--- config.mk ---
export PLATFORM = sky130hd
export DESIGN_NAME = store_unit
export DESIGN_NICKNAME = d
export VERILOG_FILES = /design/src/rtl/store_unit.sv
export SDC_FILE = /design/constraint.sdc
export NUM_CORES = 1
export LEC_CHECK = 0
export CORE_ASPECT_RATIO = 1.75
export CORE_MARGIN = 1
export CORE_UTILIZATION = 44
export DETAILED_ROUTE_END_ITERATION = 12
export GPL_TIMING_DRIVEN = 0
export PLACE_DENSITY = 0.81
export SLEW_MARGIN = 5
export SYNTH_ARGS = -nofsm -noshare
export SYNTH_HDL_FRONTEND = slang
export SYNTH_SLANG_ARGS = --single-unit
--- constraint.sdc ---
create_clock -name clk -period 1.8 [get_ports clk]
set_input_delay 0.36 -clock clk [delete_from_list [all_inputs] [get_ports clk]]
set_output_delay 0.36 -clock clk [all_outputs]
set_load 0.1 [all_outputs]
--- src/rtl/store_unit.sv ---
// store_unit: RISC-V style sb/sh/sw store unit with alignment checking and memory handshake
module store_unit (
  input  logic        clk,
  input  logic        rst,
  input  logic        req_valid,
  output logic        req_ready,
  input  logic [1:0]  req_size,
  input  logic [31:0] req_addr,
  input  logic [31:0] req_data,
  output logic        mem_en,
  output logic [3:0]  mem_we,
  output logic [31:0] mem_addr,
  output logic [31:0] mem_wdata,
  input  logic        mem_ack,
  output logic        done,
  output logic        addr_err,
  output logic [31:0] err_addr,
  output logic        busy
);
  typedef enum logic [1:0] {IDLE, ISSUE, RESP, ERR} state_t;
  state_t state, state_next;
  logic [1:0] size_q;
  logic [31:0] addr_q, data_q;
  logic bad, accept;
  always_comb begin
    accept = req_valid & state == IDLE;
    bad = req_size == 2'b11 | (req_size == 2'b01 & req_addr[0]) | (req_size == 2'b10 & req_addr[1:0] != 2'b00);
  end
  always_ff @(posedge clk)
    if (rst) state <= IDLE;
    else state <= state_next;
  always_comb
    state_next = state == IDLE ? (accept ? (bad ? ERR : ISSUE) : IDLE) :
                 state == ISSUE ? (mem_ack ? RESP : ISSUE) : IDLE;
  always_ff @(posedge clk)
    if (rst) begin
      size_q <= '0;
      addr_q <= '0;
      data_q <= '0;
      err_addr <= '0;
    end else begin
      if (accept) begin
        size_q <= req_size;
        addr_q <= req_addr;
        data_q <= req_data;
      end
      if (accept & bad) err_addr <= req_addr;
    end
  always_comb begin
    req_ready = state == IDLE;
    busy = state != IDLE;
    mem_en = state == ISSUE;
    done = state == RESP;
    addr_err = state == ERR;
    mem_addr = {addr_q[31:2], 2'b00};
    mem_we = state != ISSUE ? 4'b0000 :
             size_q == 2'b00 ? 4'b0001 << addr_q[1:0] :
             size_q == 2'b01 ? (addr_q[1] ? 4'b1100 : 4'b0011) : 4'b1111;
    mem_wdata = size_q == 2'b00 ? {4{data_q[7:0]}} :
                size_q == 2'b01 ? {2{data_q[15:0]}} : data_q;
  end
endmodule

---- Yosys cells after proc, flatten, opt, wreduce, memory -nomap -nowiden ----
Cells that the tools add are included.
word-level totals
  bits in registers ....................... 100
  input port bits ......................... 70
  output and inout port bits .............. 105
  logic and storage cells ................. 35
cells by class
  eq/ne operators ......................... 8
  shift-type cells ........................ 1
  mux-type cells .......................... 11
  bitwise operators ....................... 6
  reduce and logical (&&, ||, !) cells .... 4
operator list
  cell                   number
  $mux W32               2
  $mux W4                4
  $mux W2                5
  $eq A2 B2 Y1 const B   4
  $eq A2 B1 Y1 const B   3
  $and A1 B1 Y1          4
  $logic_not A2 Y1       2
  $reduce_bool A2 Y1     2
  $shl A1 B2 Y4 const A  1
  $ne A2 B1 Y1 const B   1
  $or A1 B1 Y1           2

---- Longest topological paths before layout ----
Gate-level depths: netlist of run 1.
  depth in word-level cells ............... 7
  depth in mapped cells ................... 6
  depth with buffers taken out ............ 4

---- Worst setup path before layout of run 1 ----
Ideal clock, no wire load.
  kind .................................... register to output
  from .................................... register size_q[0]
  to ...................................... output mem_wdata[24]
  data arrival time ....................... 2.988 ns
  required time ........................... 1.440 ns
  slack ................................... -1.548 ns
  stages on the path, launching flop included .. 4
  buffers on the path ..................... 1
  cells stage by stage .................... dfxtp_1 -> buf_1 -> mux2i_1 -> o21ai_0
between the ends
  cells in the longest elaborated chain, start to end .. 3
  elaborated cells between the ends (all ways) .. 4
  classes of those cells .................. 1 x eq/ne; 2 x mux; 1 x reduce/logical
RTL lines
  item                      RTL line  source
  start: declaration        22        logic [1:0] size_q;
  start signal: assignment  43        size_q <= req_size;
  $eq A2 B1 Y1              60        size_q == 2'b01 ? {2{data_q[15:0]}} : data_q;
  $mux W32                  60
  $mux W32 (*)              59        mem_wdata = size_q == 2'b00 ? {4{data_q[7:0]}} :
  end: declaration          13        output logic [31:0] mem_wdata,
Every way passes the cells marked *; elsewhere a longest branch is shown, timed or not.

---- Final worst setup path of run 1 ----
  from .................................... register size_q[1]
  to ...................................... output mem_we[3]
between the ends
  cells in the longest elaborated chain, start to end .. 4
  elaborated cells between the ends (all ways) .. 5
  classes of those cells .................. 1 x eq/ne; 3 x mux; 1 x reduce/logical
RTL lines
  item              RTL line  source
  $eq A2 B1 Y1      58        size_q == 2'b01 ? (addr_q[1] ? 4'b1100 : 4'b0011) : 4'b1111;
  $mux W4           58
  $mux W4 (*)       57        size_q == 2'b00 ? 4'b0001 << addr_q[1:0] :
  $mux W4 (*)       56        mem_we = state != ISSUE ? 4'b0000 :
  end: declaration  11        output logic [3:0] mem_we,
Marks and branches as above.

==> out/metrics.cfg, run 1 <==
[final_layout]
final_core_occ_pct=74.14
fin_nets=800
layout.cell_area.non_filler_sq_um=7347
layout-drive-gt1-share_pct=31.70
area_growth_syn_to_layout_pct=63.20
diodes=0

[routing]
avgRoutedWirePerCell_um=16.01
detail-route-antenna-nets=0
drc=0
route.vias.total=4222
routed_wl_um=13770
route.detailed.vias_per_inst=4.909
drt-initial-drc-count=103
first_pass_detailed_route_iteration_total=4

[power_and_ir_drop]
switching_share_pct=39.20
power_leakage_nw=2.878
power.sequential.fraction_pct=35.8
share_clk_of_total_power_pct=26.8
comb_power_share_pct=37.4
worst_ir_drop_vdd_mv=0.7386
power_dens_cells_nw_per_um2=944.3
p_switching_mw=2.719
p_int_mw=4.219

[run_status]
violated_checks=setup timing
outcome=complete, but fails checks

[die]
initial_utilization_pct=45.43
die_height_um=135.8
die_area_sq_um=10660
chipWidth_um=78.46
placementRows=48
core-area_sq_um=9910
floorplan.io_pins=175

[placed_design]
postPlaceCellArea_sq_um=6467
dp_hpwl_um=9915
gp_congestion=0.8606
place.port_buffers=171
detailedPlace.worstSlack_ns=-0.9284

[sta]
worst_slew_pin_slew_ns=0.5784
whs_ns=0.4557
fmax_mhz=529.3
grt_setup_unrepaired=yes
finalCritPeriodShare_pct=105.0
slew_headroom_pct=61.62
min_cycle_time_layout_ns=1.889
tns_ns=-1.063
final-hold-violation-count=0
final_max_slew_viol_count=0
worst_clock_skew_ns=0.005235
final.setup.worst_slack_ns=-0.08942
setup_violations=20

[synthesis]
synth_unique_cells=24
avgSynthCellArea_sq_um=8.352
netlist_area_sq_um=4502
synth.yosys.seq_area_share_pct=44.47
synth-seq-cells=100
postSynthCellCount=539
ys.warnings.count=0

[critical_path]
critPathMostFrequentCell=clkbuf_16
path_buf_inv=4
worstReg2RegStart=state[0]$_SDFF_PP0_
worst_path_dominant_cell_family=buffers and inverters
reg2reg_setup_slack_ns=0.21
critical_path.endpoint_type=primary output
timing.critical_path.cells=clkbuf_16, clkbuf_16, clkinvlp_4, a21oi_4, buf_12
critPathLaunchType=flop
critPathKind=flop to primary output
timing.critical_path.slowest_stage_cell=dfxtp_4
worst_ep_required_time_ns=1.44
crit_path_max_incr_delay_ns=0.37
worstRegToRegCells=5
critPathMaxFanout=10
cp.arrival_ns=1.53
worst_r2r_endpoint=size_q[0]$_SDFFE_PP0P_

[clock_tree]
number_of_buffers_added_by_the_clock_tree_synthesis_step=9
cts_sinks=100
cts_tree=yes
clk-insertion-delay-late_ns=0.34
clock_path_buffers=2
cts.root.buffer_cell=clkbuf_16
clk_pin_slew_ns=0.07
htree_num_levels=3

[grt]
first_global_vias=4339
grtUsageTotal_pct=26.55
initial_antenna_violation_count=0
grt_max_degree=17
gr-total-overflow=0
grt_first_pass_wirelength_um=21600

[min_path]
hold_end=addr_q[28]$_SDFFE_PP0P_
whs_path_depth=2
hp-start=addr_q[28]$_SDFFE_PP0P_
hold_path.class=flop to flop

[flow_run]
drv_cap=0

## tightest hold or removal path, stage by stage, from the launching register on
cell	delay [ns]
dfxtp_1	0.31
nand2_1	0.05
a21oi_1	0.05
## registers in the layout, indices dropped and copies added, names as in the netlist
name,cells
data_q,32
state,2
addr_q,32
err_addr,32
size_q,2
## Yosys cell counts
library cell  number  area (sq um)
o21ba_2            1         10.01
buf_4             41         307.8
or2_2              1         6.260
o2111ai_1          1         8.760
nor2_1             3         11.26
buf_6              3         33.78
a21oi_1           70         350.3
inv_1              5         18.77
conb_1             1         3.750
nor3b_2            1         12.51
and2_1             2         12.51
nor2b_1            2         12.51
buf_1              1         3.750
dfxtp_1          100          2002
clkbuf_1          24         90.09
or3b_1             1         8.760
o21a_1             1         7.510
nand2_1          145         544.3
o21ai_0           12         60.06
buf_2              8         40.04
o221a_1            1         11.26
mux2_2            16         180.2
nand2b_1          60         375.4
mux2i_1           39         390.4
## kinds of logic after synthesis
logic type | count (synthesis) | share of synthesized area (%)
buffers and inverters | 82 | 10.98
AO/OA/AOI/OAI | 86 | 9.950
AND/OR/NAND/NOR | 215 | 21.85
multiplexers | 55 | 12.67
flip-flops | 100 | 44.47
other | 1 | 0.08330
## cells in the final DEF, fill, tap and decap left out, types with 15 or more instances in the layout
cell type / count
clkbuf_1: 20
nand2_1: 145
buf_6: 15
clkdlybuf4s15_2: 62
clkdlybuf4s50_1: 68
dfxtp_1: 97
mux2i_1: 32
a21oi_1: 66
buf_4: 49
buf_12: 21
nand2b_1: 58
## how the worst max path moves through the flow
| stage | startpoint | endpoint | slack, ns | depth (start not counted) |
|---|---|---|---|---|
| 2_1_floorplan | size_q[0]$_SDFFE_PP0P_ | mem_wdata[24] | -0.08 | 3 |
| 3_3_place_gp | size_q[0]$_SDFFE_PP0P_ | mem_wdata[8] | -0.87 | 3 |
| 3_5_place_dp | size_q[0]$_SDFFE_PP0P_ | mem_wdata[15] | -0.93 | 3 |
| 4_1_cts | size_q[1]$_SDFFE_PP0P_ | mem_we[3] | -0.12 | 5 |
| 5_1_grt | size_q[1]$_SDFFE_PP0P_ | mem_we[3] | -0.12 | 5 |
| 6_report | size_q[1]$_SDFFE_PP0P_ | mem_we[3] | -0.09 | 5 |
## power groups by stage
stage          registers, mW  clock network [mW]  logic [mW]
5_1_grt                 2.50                1.99        2.70
3_5_place_dp            2.51                   0        2.39
3_3_place_gp            2.50                   0        2.37
6_report                2.48                1.86        2.60
4_1_cts                 2.48                1.89        2.56
2_1_floorplan           2.79                   0        1.49
## stage by stage
stage | std cells | power, mW
after global placement | 836 | 4.874
after floorplan | 540 | 4.273
after CTS | 858 | 6.930
after global routing | 860 | 7.190
final | 860 | 6.938
after detailed placement | 836 | 4.904
## what timing repair did
action / CTS / global route
setup endpoints to repair: 132 / 36
hold buffers: 0 / 0
setup buffers: 5 / 3
resized for setup: 531 / 17
hold endpoints to repair: 0 / 0
gates cloned: 1 / 0
pin swaps: 7 / 7
## layout make-up
class / count / area (sq um)
sequential: 100 / 2011
timing repair buffer: 180 / 2052
clock buffer: 11 / 252.7
tap: 125 / 156.4
multi-input combinational: 358 / 2268
fill: 736 / 2562
clock inverter: 5 / 35.03
inverter: 5 / 26.28
buffer: 76 / 545.5
## metal layers
layer	track usage, %	routed length, um	up-vias
li1	-	-	2086
met1	25.84	4864	1960
met2	50.63	7506	152
met3	7.919	971	24
met4	11.42	424	0
met5	0	0	-
Power figures use the tool's default switching activity.
==> run 2: changes to the inputs <==
CORE_UTILIZATION = 46   (was 44)
PLACE_DENSITY = 0.84   (was 0.81)
clock period = 2.26 ns   (was 1.8 ns; I/O delays follow)
==> run 2 against run 1 <==
Largest cell class is now multi-input gates. Design area fell by 11%. Total power is 24% lower. Via count fell by 0.78%. Sequential cell count stayed put. Clock-buffer cell count stayed put. Register-to-register slack improved by 0.37 ns. The flow now finishes without violations. Worst hold slack worse by 0.0010 ns. Sequential power is 21% lower. Utilization fell by 5.1 points. Global-route usage shrank 0.58 points.
==> out/metrics.cfg, run 2 (synthesized netlist as in run 1, its figures left out) <==
[placed_design]
place.port_buffers=171  ; unchanged
placed_cells=833  ; -0.36%
gp_congestion=0.8634  ; +0.33%
dp_hpwl_um=9984  ; +0.69%

[final_layout]
final_common_cell=nand2_1
most_used_cells_in_the_layout_excluding_fill_and_tap_cells=nand2_1, dfxtp_1, dlygate4sd2_1, a21oi_1, clkdlybuf4s50_1
final-instance-count-excl-fill=849  ; -1.3%
reg_top3=addr_q: 32 flops, data_q: 32 flops, err_addr: 32 flops
diodes=0  ; unchanged
fin_nets=792  ; -1.0%
layout-drive-gt1-share_pct=18.71  ; -13 points
area_growth_syn_to_layout_pct=45.28

[clock_tree]
clock_path_buffers=2  ; unchanged
hold_buffers=0  ; unchanged
cts_tree=yes
clk-insertion-delay-late_ns=0.34  ; about the same
cts_sinks=100  ; unchanged
cts.root.buffer_cell=clkbuf_16
htree_num_levels=3  ; unchanged
clk_pin_slew_ns=0.07  ; about the same
number_of_buffers_added_by_the_clock_tree_synthesis_step=9  ; unchanged

[power_and_ir_drop]
p_int_mw=3.157  ; -25%
power_dens_cells_nw_per_um2=801.3  ; -15%
switching_share_pct=39.75  ; +0.56 points
share_clk_of_total_power_pct=28.1  ; +1.3 points
worst_ir_drop_vdd_mv=0.6292  ; -15%
p_switching_mw=2.083  ; -23%
power.sequential.fraction_pct=37.5  ; +1.7 points
power_leakage_nw=2.930  ; +1.8%
comb_power_share_pct=34.5  ; -2.9 points
total_power_mw=5.241  ; -24%

[sta]
fmax_mhz=444.0
worst_clock_skew_ns=0.003084  ; -0.002152 ns
min_cycle_time_layout_ns=2.252
grt_setup_unrepaired=no
final_max_slew_viol_count=0  ; unchanged
setup_violations=0  ; -100%
slew_headroom_pct=32.54  ; -29 points
final-hold-violation-count=0  ; unchanged
worst_slew_pin_slew_ns=1.016  ; +0.4375 ns
finalCritPeriodShare_pct=99.65

[critical_path]
worst_ep_required_time_ns=1.81  ; +0.37 ns
cp.arrival_ns=1.80  ; +0.27 ns
critPathKind=flop to primary output
critical_path.endpoint_type=primary output
critPathMaxFanout=5  ; -5
critPathLaunchType=flop

[routing]
first_pass_detailed_route_iteration_total=4  ; unchanged
drc=0  ; unchanged
routed_wl_um=12980  ; -5.7%
route.vias.total=4189  ; -0.78%
avgRoutedWirePerCell_um=15.29  ; -4.5%
detail-route-antenna-nets=0  ; unchanged
route.detailed.vias_per_inst=4.934  ; +0.50%
drt-initial-drc-count=150  ; +46%

[grt]
groute.layer.met3.usage_pct=5.448  ; -2.5 points
global_route.usage.met1_pct=25.57  ; -0.28 points
grt_most_used_layer=met2
grt_max_degree=17  ; unchanged
grt_first_pass_wirelength_um=20760  ; -3.9%
grt.met2_usage_pct=49.65  ; -0.98 points
first_global_vias=4336  ; -0.069%
gr-total-overflow=0  ; unchanged
grtUsageTotal_pct=25.96  ; -0.58 points
initial_antenna_violation_count=0  ; unchanged

[die]
core-area_sq_um=9468  ; -4.5%
placementRows=47  ; -2.1%
die_height_um=132.9  ; -2.2%
chipWidth_um=76.78  ; -2.1%
initial_utilization_pct=47.55  ; +2.1 points
die_area_sq_um=10200  ; -4.3%
floorplan.io_pins=175  ; unchanged

[flow_run]
drv_cap=0  ; unchanged

[min_path]
hold_path.class=flop to flop

[run_status]
outcome=finished clean

run 2: changes by cell type in the layout (fill, tap and decap cells not counted), sizes merged:
cell	previous run	this run
inv	4	6
clkdlybuf4s15	62	3
dlygate4sd2	0	69
clkbuf	38	37
buf	99	82
clkinvlp	3	1
run 2: worst paths after layout:
path / to / cells past startpoint / from / slack (ns)
setup / recovery: mem_wdata[1] / 2 / data_q[1]$_SDFFE_PP0P_ / 0.008
hold / removal: data_q[19]$_SDFFE_PP0P_ / 2 / data_q[19]$_SDFFE_PP0P_ / 0.45
setup reg to reg: err_addr[21]$_SDFFE_PP0P_ / 5 / state[0]$_SDFF_PP0_ / 0.58
hold reg to reg: data_q[19]$_SDFFE_PP0P_ / 2 / data_q[19]$_SDFFE_PP0P_ / 0.45
run 2: worst max-delay path: stages, from the launching register on:
cell and delay [ns]:
dfxtp_1 0.47, buf_4 0.15, dlygate4sd2_1 0.84
run 2: routing by layer:
metal	vias to the layer above	wire length [um]	share of wire [%]
met3	31	712	5.5
li1	2068	-	-
met2	160	7223	56
met4	0	419	3.2
met5	-	0	0
met1	1930	4624	36
run 2: layout make-up:
type | instances | area (sq um)
Buffer | 77 | 488.0
Clock buffer | 11 | 252.7
Clock inverter | 5 | 35.03
Fill cell | 790 | 2928
Inverter | 5 | 18.77
Multi-Input combinational cell | 358 | 2074
Sequential cell | 100 | 2002
Tap cell | 122 | 152.6
Timing Repair Buffer | 171 | 1516
run 2: stage by stage:
stage	hold WS, ns	utilization, %	setup TNS (ns)	worst slack, ns	area [sq um]
after floorplan	0.4329	-	-0.5402	-0.4300	4559
after global placement	0.4387	67.85	-15.79	-1.016	6424
after detailed placement	0.4464	67.85	-17.80	-1.110	6424
after CTS	0.4557	69.82	0	0.0005104	6610
after global routing	0.4726	69.08	0	0.0007355	6540
final	0.4547	69.08	0	0.007881	6540
run 2: timing repair:
item / in CTS / in global routing
setup buffers: 0 / 0
gates resized for setup: 220 / 34
setup endpoints to repair: 103 / 21
run 2: power by group through the flow:
| stage | sequential (mW) | clock, mW | combinational [mW] |
|---|---|---|---|
| after floorplan | 2.22 | 0 | 1.17 |
| after global placement | 1.99 | 0 | 1.87 |
| after detailed placement | 2.00 | 0 | 1.89 |
| after CTS | 1.96 | 1.49 | 1.82 |
| after global routing | 1.97 | 1.56 | 1.89 |
| final | 1.96 | 1.47 | 1.81 |
==> run 3: changes to the inputs <==
SKIP_CTS_REPAIR_TIMING = 1   (was unset)
==> run 3 against run 2 <==
The flow now finishes with violations (setup timing). Sequential share of layout area down 1.2 points. Highest routed layer unchanged. Via count fell by 0.33%. Total power is 1.0% higher. Design area grew 4.2%. Clock skew about the same. Critical path depth up 2. Largest cell class is now non-clock buffers. Critical path type unchanged. Clock-buffer cell count unchanged. Combinational power rose by 3%. Register-to-register slack about the same.
==> out/metrics.cfg, run 3 (synthesized netlist as in run 1, its figures left out) <==
[die]
placementRows=47  ; unchanged
initial_utilization_pct=47.55  ; unchanged
floorplan.io_pins=175  ; unchanged
core-area_sq_um=9468  ; unchanged
die_area_sq_um=10200  ; unchanged
die_height_um=132.9  ; unchanged
chipWidth_um=76.78  ; unchanged

[run_status]
violated_checks=setup timing
outcome=complete, but fails checks

[placed_design]
gp_congestion=0.8634  ; unchanged
postPlaceCellArea_sq_um=6424  ; unchanged
dp_hpwl_um=9984  ; unchanged
place.port_buffers=171  ; unchanged

[final_layout]
diodes=0  ; unchanged
layout-drive-gt1-share_pct=18.43  ; -0.28 points
area_growth_syn_to_layout_pct=51.31
most_used_cells_in_the_layout_excluding_fill_and_tap_cells=nand2_1, dfxtp_1, dlymetal6s2s_1, a21oi_1, clkdlybuf4s50_1
layout.cell_area.non_filler_sq_um=6812  ; +4.2%
final.fill_count=715  ; -9.5%
fin_nets=792  ; unchanged
reg_top3=addr_q: 32 flops, data_q: 32 flops, err_addr: 32 flops
final_core_occ_pct=71.94  ; +2.9 points
final_common_cell=nand2_1

[power_and_ir_drop]
worst_ir_drop_vdd_mv=0.6338  ; +0.72%
power_dens_cells_nw_per_um2=777.1  ; -3.0%
power_leakage_nw=3.849  ; +31%

[critical_path]
worstRegToRegCells=5  ; unchanged
worst_r2r_endpoint=err_addr[24]$_SDFFE_PP0P_
critPathLaunchType=flop
critPathKind=flop to primary output
critPathMaxFanout=10  ; +5
worst_ep_required_time_ns=1.81  ; about the same
crit_path_max_incr_delay_ns=0.45  ; -0.39 ns
cp.arrival_ns=1.82  ; +0.02 ns
worstReg2RegStart=state[0]$_SDFF_PP0_
timing.critical_path.slowest_stage_cell=dfxtp_1
critPathMostFrequentCell=clkbuf_4
reg2reg_setup_slack_ns=0.57  ; about the same
critical_path.endpoint_type=primary output
timing.critical_path.cells=clkbuf_4, mux2i_2, o21ai_2, clkbuf_4

[min_path]
hold_path.class=flop to flop
hold_end=data_q[19]$_SDFFE_PP0P_
whs_path_depth=2  ; unchanged
hp-start=data_q[19]$_SDFFE_PP0P_

[sta]
min_cycle_time_layout_ns=2.268  ; +0.01586 ns
whs_ns=0.4548  ; +0.00005700 ns
worst_slew_pin_slew_ns=1.024  ; +0.007625 ns
final.setup.worst_slack_ns=-0.007976  ; -0.01586 ns
final_max_slew_viol_count=0  ; unchanged
final-hold-violation-count=0  ; unchanged
finalCritPeriodShare_pct=100.4  ; +0.70 points
tns_ns=-0.007976  ; -0.007976 ns
setup_violations=1  ; +1
fmax_mhz=440.9  ; -0.70%
worst_clock_skew_ns=0.003233  ; +0.0001495 ns
slew_headroom_pct=31.65  ; -0.89 points

[routing]
drc=0  ; unchanged
routed_wl_um=13280  ; +2.3%
avgRoutedWirePerCell_um=15.64  ; +2.3%
route.detailed.vias_per_inst=4.918  ; -0.33%
route.vias.total=4175  ; -0.33%
first_pass_detailed_route_iteration_total=4  ; unchanged
drt-initial-drc-count=141  ; -6.0%
detail-route-antenna-nets=0  ; unchanged

[grt]
grt.met2_usage_pct=49.36  ; -0.30 points
grt_max_degree=17  ; unchanged
grt_most_used_layer=met2
grtUsageTotal_pct=25.76  ; -0.21 points
global_route.usage.met1_pct=25.29  ; -0.27 points
grt_first_pass_wirelength_um=20600  ; -0.77%
first_global_vias=4345  ; +0.21%
groute.layer.met3.usage_pct=5.379  ; -0.069 points
initial_antenna_violation_count=0  ; unchanged
gr-total-overflow=0  ; unchanged

[flow_run]
drv_cap=0  ; unchanged

[clock_tree]
cts_tree=yes
clk-insertion-delay-late_ns=0.34  ; about the same
cts.root.buffer_cell=clkbuf_16
htree_num_levels=3  ; unchanged
number_of_buffers_added_by_the_clock_tree_synthesis_step=9  ; unchanged
cts_sinks=100  ; unchanged
clk_pin_slew_ns=0.07  ; about the same
clock_path_buffers=2  ; unchanged

run 3: cell types whose count changed in the layout (fill, tap and decap cells not counted), sizes merged:
cell           change
dlymetal6s2s      +73
clkbuf            +23
dlygate4sd2       -69
clkdlybuf4s15      -3
buf               -24
run 3: worst max-delay path by stage:
stage	from	cells past startpoint	end	slack (ns)
after floorplan	size_q[0]$_SDFFE_PP0P_	3	mem_wdata[24]	-0.43
after global placement	size_q[1]$_SDFFE_PP0P_	5	mem_we[3]	-1.02
final	size_q[0]$_SDFFE_PP0P_	4	mem_wdata[25]	-0.008
after detailed placement	size_q[1]$_SDFFE_PP0P_	5	mem_we[1]	-1.11
after CTS	size_q[1]$_SDFFE_PP0P_	5	mem_we[1]	-1.49
after global routing	size_q[0]$_SDFFE_PP0P_	4	mem_wdata[25]	-0.03
run 3: final cells by class:
| type | instances | area (sq um) | area share, % |
|---|---|---|---|
| plain buffers | 77 | 490.5 | 7.201 |
| clock buffers | 11 | 252.7 | 3.711 |
| clock inverters | 5 | 35.03 | 0.5143 |
| inverters | 5 | 18.77 | 0.2755 |
| multi-input cells | 358 | 2074 | 30.46 |
| flip-flops and latches | 100 | 2002 | 29.39 |
| well taps | 122 | 152.6 | 2.241 |
| repair buffers | 171 | 1785 | 26.21 |
run 3: where the power goes:
group	total, mW	internal (mW)	switching (mW)
sequential	1.96	1.88	0.0823
clock	1.47	0.809	0.663
combinational	1.86	0.515	1.34
run 3: worst max-delay path: cells and delay by family, from the launching register on:
| family | cells | cell delay [ns] |
|---|---|---|
| AO/OA/AOI/OAI | 1 | 0.09 |
| multiplexers | 1 | 0.35 |
| flip-flops | 1 | 0.45 |
| buffers and inverters | 2 | 0.59 |
run 3: per-layer routing:
layer / routed length, um / vias to the layer above
li1: - / 2067
met1: 4820 / 1934
met2: 7383 / 143
met3: 670 / 31
met4: 403 / 0
met5: 0 / -
run 3: stage by stage:
stage                     cells  setup WS [ns]  power [mW]
after global placement      833         -1.016       3.859
after global routing        849       -0.02892       5.468
after floorplan             540        -0.4300       3.391
after CTS                   849         -1.489       5.347
after detailed placement    833         -1.110       3.890
final                       849      -0.007976       5.293
